$ cat src/rtl/rv32i_types.sv
// rv32i_types: shared RV32I decode, ROB bus and ACU reservation-station types
package rv32i_types;

    typedef enum logic [6:0] {
        op_lui   = 7'b0110111,
        op_auipc = 7'b0010111,
        op_jal   = 7'b1101111,
        op_imm   = 7'b0010011,
        op_reg   = 7'b0110011
    } rv32i_opcode;

    typedef struct packed {
        logic [3:0]  tag;
        logic        rdy;
        logic [31:0] data;
    } sal_t;

    typedef struct packed {
        rv32i_opcode opcode;
        logic [2:0]  funct3;
        logic [6:0]  funct7;
        logic [31:0] pc;
        logic [31:0] i_imm;
        logic [31:0] u_imm;
    } pci_t;

    typedef enum logic [3:0] {
        alu_add, alu_sub, alu_sll, alu_slt, alu_sltu,
        alu_xor, alu_srl, alu_sra, alu_or, alu_and
    } alu_op_t;

    typedef struct packed {
        logic        valid;
        alu_op_t     op;
        logic [3:0]  tag;
        logic        s1_rdy;
        logic [3:0]  s1_tag;
        logic [31:0] s1_data;
        logic        s2_rdy;
        logic [3:0]  s2_tag;
        logic [31:0] s2_data;
    } acu_rs_entry_t;

    // funct7[5] (alt) picks sub/sra; op_imm never subtracts, auipc always adds
    function automatic alu_op_t decode_alu_op(input rv32i_opcode opc, input logic [2:0] f3, input logic alt);
        if (opc == op_auipc) return alu_add;
        case (f3)
            3'b000:  return (opc == op_reg && alt) ? alu_sub : alu_add;
            3'b001:  return alu_sll;
            3'b010:  return alu_slt;
            3'b011:  return alu_sltu;
            3'b100:  return alu_xor;
            3'b101:  return alt ? alu_sra : alu_srl;
            3'b110:  return alu_or;
            default: return alu_and;
        endcase
    endfunction

endpackage

$ cat src/rtl/acu_alu.sv
// acu_alu: combinational RV32I integer ALU for the ACU reservation station
module acu_alu
    import rv32i_types::*;
#(
    parameter int width = 32
) (
    input  alu_op_t           op_i,
    input  logic [width-1:0]  a_i,
    input  logic [width-1:0]  b_i,
    output logic [width-1:0]  y_o
);

    logic [4:0]              sh;
    logic signed [width-1:0] as;
    logic signed [width-1:0] bs;

    assign sh = b_i[4:0];
    assign as = a_i;
    assign bs = b_i;

    // result mux, all arithmetic wraps modulo 2^width
    always_comb begin
        case (op_i)
            alu_add:  y_o = a_i + b_i;
            alu_sub:  y_o = a_i - b_i;
            alu_sll:  y_o = a_i << sh;
            alu_slt:  y_o = {{(width-1){1'b0}}, as < bs};
            alu_sltu: y_o = {{(width-1){1'b0}}, a_i < b_i};
            alu_xor:  y_o = a_i ^ b_i;
            alu_srl:  y_o = a_i >> sh;
            alu_sra:  y_o = as >>> sh;
            alu_or:   y_o = a_i | b_i;
            alu_and:  y_o = a_i & b_i;
            default:  y_o = '0;
        endcase
    end

endmodule

$ cat src/rtl/acu_reservation_station.sv
// acu_reservation_station: holds ALU ops until operands resolve, issues one per cycle to the ROB
module acu_reservation_station
    import rv32i_types::*;
#(
    parameter int size     = 8,
    parameter int rob_size = 8,
    parameter int width    = 32
) (
    input  logic                  clk,
    input  logic                  rst_n,
    input  logic                  load,
    input  pci_t                  pci,
    input  logic [3:0]            rd_tag,
    input  sal_t                  src1,
    input  sal_t                  src2,
    input  sal_t [rob_size-1:0]   rob_broadcast_bus,
    output logic                  stall,
    output sal_t [size-1:0]       acu_rs_o
);

    localparam int IW = $clog2(size);
    localparam int CW = IW + 1;

    acu_rs_entry_t [size-1:0] entries_q, entries_d;
    sal_t [size-1:0]          acu_rs_q, acu_rs_d;
    acu_rs_entry_t            new_e;
    logic [15:0]              bus_hit;
    logic [width-1:0]         bus_dat [16];
    logic [CW-1:0]            cnt;
    logic [IW-1:0]            free_idx, iss_idx;
    logic                     has_iss, alloc;
    logic [width-1:0]         alu_y;
    logic                     unused;

    assign unused = ^{pci.funct7[6], pci.funct7[4:0], rob_broadcast_bus};

    // ROB bus viewed as a 16-entry tag lookup; tags beyond rob_size never hit
    always_comb begin
        bus_hit = '0;
        for (int t = 0; t < 16; t++) bus_dat[t] = '0;
        for (int t = 0; t < rob_size; t++) begin
            bus_hit[t] = rob_broadcast_bus[t].rdy;
            bus_dat[t] = rob_broadcast_bus[t].data;
        end
    end

    // occupancy count, lowest free slot and lowest issuable slot from current state
    always_comb begin
        cnt      = '0;
        free_idx = '0;
        iss_idx  = '0;
        has_iss  = 1'b0;
        for (int i = size - 1; i >= 0; i--) begin
            cnt = cnt + CW'(entries_q[i].valid);
            if (!entries_q[i].valid) free_idx = IW'(i);
            if (entries_q[i].valid && entries_q[i].s1_rdy && entries_q[i].s2_rdy) begin
                iss_idx = IW'(i);
                has_iss = 1'b1;
            end
        end
    end

    assign stall = cnt == CW'(size);
    assign alloc = load && !stall && (pci.opcode inside {op_imm, op_reg, op_auipc});

    // incoming entry: auipc/imm fold pc and immediates into the operand slots
    always_comb begin
        new_e         = '0;
        new_e.valid   = 1'b1;
        new_e.op      = decode_alu_op(pci.opcode, pci.funct3, pci.funct7[5]);
        new_e.tag     = rd_tag;
        new_e.s1_tag  = src1.tag;
        new_e.s1_rdy  = pci.opcode == op_auipc || src1.rdy || bus_hit[src1.tag];
        new_e.s1_data = pci.opcode == op_auipc ? pci.pc : src1.rdy ? src1.data : bus_dat[src1.tag];
        new_e.s2_tag  = src2.tag;
        new_e.s2_rdy  = pci.opcode != op_reg || src2.rdy || bus_hit[src2.tag];
        new_e.s2_data = pci.opcode == op_auipc ? pci.u_imm : pci.opcode == op_imm ? pci.i_imm :
                        src2.rdy ? src2.data : bus_dat[src2.tag];
    end

    // snoop waiting operands, retire the issued entry, allocate into a pre-edge free slot
    always_comb begin
        entries_d = entries_q;
        for (int i = 0; i < size; i++) begin
            if (!entries_q[i].s1_rdy && bus_hit[entries_q[i].s1_tag]) begin
                entries_d[i].s1_rdy  = 1'b1;
                entries_d[i].s1_data = bus_dat[entries_q[i].s1_tag];
            end
            if (!entries_q[i].s2_rdy && bus_hit[entries_q[i].s2_tag]) begin
                entries_d[i].s2_rdy  = 1'b1;
                entries_d[i].s2_data = bus_dat[entries_q[i].s2_tag];
            end
        end
        if (has_iss) entries_d[iss_idx].valid = 1'b0;
        if (alloc) entries_d[free_idx] = new_e;
    end

    acu_alu #(.width(width)) u_alu (
        .op_i (entries_q[iss_idx].op),
        .a_i  (entries_q[iss_idx].s1_data),
        .b_i  (entries_q[iss_idx].s2_data),
        .y_o  (alu_y)
    );

    // completion slots hold a result for exactly one cycle
    always_comb begin
        acu_rs_d = '0;
        if (has_iss) acu_rs_d[iss_idx] = '{tag: entries_q[iss_idx].tag, rdy: 1'b1, data: alu_y};
    end

    // state and output registers
    always_ff @(posedge clk or negedge rst_n) begin
        if (!rst_n) begin
            entries_q <= '0;
            acu_rs_q  <= '0;
        end else begin
            entries_q <= entries_d;
            acu_rs_q  <= acu_rs_d;
        end
    end

    assign acu_rs_o = acu_rs_q;

endmodule

$ cat config.mk
export PLATFORM = sky130hd
export DESIGN_NAME = acu_reservation_station
export DESIGN_NICKNAME = d
export VERILOG_FILES = /design/src/rtl/rv32i_types.sv /design/src/rtl/acu_alu.sv /design/src/rtl/acu_reservation_station.sv
export SDC_FILE = /design/constraint.sdc
export NUM_CORES = 2
export LEC_CHECK = 0
export BUFFER_PORTS_ARGS = -buffer_cell sky130_fd_sc_hd__buf_4
export CAP_MARGIN = 20
export CELL_PAD_IN_SITES_DETAIL_PLACEMENT = 1
export CELL_PAD_IN_SITES_GLOBAL_PLACEMENT = 1
export CORE_MARGIN = 2
export CORE_UTILIZATION = 25
export DETAILED_ROUTE_END_ITERATION = 6
export PLACE_DENSITY = 0.44
export SLEW_MARGIN = 40
export SYNTH_ARGS = -nofsm -noshare
export SYNTH_HDL_FRONTEND = slang
export SYNTH_SLANG_ARGS = --single-unit
$ cat constraint.sdc
create_clock -name clk -period 6.95 [get_ports clk]
set_clock_uncertainty 0.1 [all_clocks]
set_input_delay 1.0425 -clock clk [delete_from_list [all_inputs] [get_ports clk]]
set_output_delay 1.0425 -clock clk [all_outputs]
set_load 0.02 [all_outputs]
==> out/qor.yml <==
die_h_um: 597
cts_root_buffer: "clkbuf_16"
async_flop_share_pct: 100
cts_buffer_depth: 4
r2r_setup_slack_ps: 120
slowest_stage: "o22ai_1"
antenna_found_initial: 33
grt_util_all_layers_pct: 27.6
hold_slack_ps: 57.4
cp-start-kind: "flop"
hold_path.class: "input pin to async pin"
hpwl_um: 370000
endpoint_kind: "flop"
grt_pass1_wl_um: 703000
pin_count: 787
grt_max_degree: 145
viasPerCell: 6.25
drt-initial-drc-count: 8524
postCtsHoldBufs: 0
pre_cts_ws_ps: -162
syn_area_mm2: 0.0880
critical_path_class: "flop to flop"
core_area_mm2: 0.350
fmax_mhz: 146
yosysTopAreaCell: "mux4_2"
cts_made_buffers: 135
cts_tree: "done"
firstDrtPassIters: 6
critPathArrivalTime_ps: 7460
yosysWarnings: 0
gp_congestion: 0.936
fp.dieW_um: 597
finalCriticalPeriod_ps: 6830
vias: 82300
ys_types: 97
cp_max_fo: 29
finalHoldViolations: 0
regToRegStartpoint: "entries_q[488]"
yosys-top-cells-area: "mux4_2 31%, dfrtp_1 27%, mux2i_1 8.8%"
slew_headroom_pct: 37.9
start_util_pct: 25.1
outcome: "finished, final reports clean"
stdcell_count: 13200
wire_per_inst_um: 38.4
portBuffers: 748
setup_viol: 0
synth_area_per_cell_um2: 10.8
cts_num_sinks: 960
reg2reg_depth: 25
overflow: 0
tightest_slew_ps: 906
fin_nets: 9061
final_cell_mix: "1228 x buf_4, 1199 x mux4_2, 912 x dfrtp_1, 769 x mux2i_1, 753 x nand2_1"
maxCapViolCount: 0
r2r_end: "acu_rs_o[251]"
required_ps: 7580
synth_top_area_share_pct: 30.7
cpMostUsedCell: "buf_4"
post-route-period-util_pct: 98.3
dpl.cell_count: 12900
cts.reportedPaths.clkPinSlew_ps: 60
design_area_mm2: 0.106
ys_seq_elements: 960
layout_commonest_cell: "buf_4"
placed_cell_area_mm2: 0.101
drive_gt1_share_pct: 36.5
drc: 0
rsz0062_at_grt: "false"
synth-edff-count: 0
grt_pass1_vias: 83900
rows: 217
wl_um: 506000
die-area_mm2: 0.357
synth_nets: 8718
cp_slowest_stage_delay_ps: 560
htreeDepth: 4
antenna_left: 0
yosys_most_used_dff: "dfrtp_1"
area.growth.synth_to_final_pct: 20.3
insertion_delay_ps: 890
synth_seq_area_share_pct: 27.3
layout_setup_ws_ps: 117
syn_inst: 8122
final_max_slew_viol_count: 0
-- per-stage QoR --
step	util (%)	setup TNS, ps
final	30.2	0
after global routing	30.2	0
after CTS	30.2	0
after detailed placement	28.9	-1920
after global placement	28.8	-1750
after floorplan	-	0
-- state kept, by name, summed over array words and instances (netlist names) --
name and count:
entries_q 664, acu_rs_o 296
-- repair_timing --
| action | CTS | global route |
|---|---|---|
| endpoints found under the setup margin | 40 | 47 |
| pin swaps | 0 | 2 |
| hold endpoints to repair | 0 | 0 |
| resized for setup | 1 | 6 |
| buffers inserted | 0 | 3 |
-- per-layer routing --
metal / global-route usage (%) / part of all wire (%)
met1: 37.6 / 42
met3: 5.73 / 8.5
met2: 43.2 / 45
met5: 0 / 0.016
met4: 9.73 / 4.0
-- synthesized netlist by cell type, drive strengths merged (27+ instances only) --
library cell  number
mux4            1199
dfrtp            960
clkbuf           816
mux2i            771
nand2            769
o21ai            702
o211ai           539
nor2             490
buf              307
a21oi            203
mux2             168
inv              116
ha               100
a211oi            87
nor3              77
o221ai            71
a22oi             67
a221oi            61
nand3             59
o22ai             48
a221o             40
o31ai             39
nor4              29
o22a              29
a21o              27
-- logic make-up (layout without fill, tap and decap cells) --
group | Yosys count | in the layout | share of synthesized area [%]
AND/OR/NAND/NOR | 1550 | 1550 | 7.51
adder cells (fa/ha/maj) | 106 | 106 | 1.56
XOR/XNOR | 7 | 7 | 0.0697
buffers and inverters | 1240 | 1683 | 5.53
other | 0 | 16 | 0
multiplexers | 2138 | 2138 | 41.6
AO/OA/AOI/OAI | 2121 | 2121 | 16.4
flip-flops | 960 | 960 | 27.3
-- worst max-delay path, delay by kind of cell (launching register included) --
family                     cells  cell delay (ps)
AOI/OAI and AO/OA             10             3020
xor gates and xnor gates       1              150
adders and majority gates      1              290
buffers and inverters          8             1500
DFF                            1              380
muxes                          1              430
and+or+nand+nor                4              730
-- layout make-up --
class	count	area (um2)
clock inverter	50	653
sequential	960	24100
clock buffer	187	3860
fill	38600	244000
antenna	16	40.0
inverter	117	439
timing repair buffer	1329	11200
tap	4599	5750
multi-input combinational	5922	59700
-- how the worst max path moves through the flow --
stage | from | endpoint | slack [ps]
after global routing | entries_q[488] | acu_rs_o[134] | 60
after global placement | entries_q[165] | acu_rs_o[101] | -170
after floorplan | entries_q[534] | acu_rs_o[101] | 1300
final | entries_q[488] | acu_rs_o[251] | 120
after CTS | entries_q[165] | acu_rs_o[101] | 60
after detailed placement | entries_q[165] | acu_rs_o[101] | -160
Power is not shown: default switching activity piles up to over one toggle a cycle in this logic, so the estimate is an artifact.
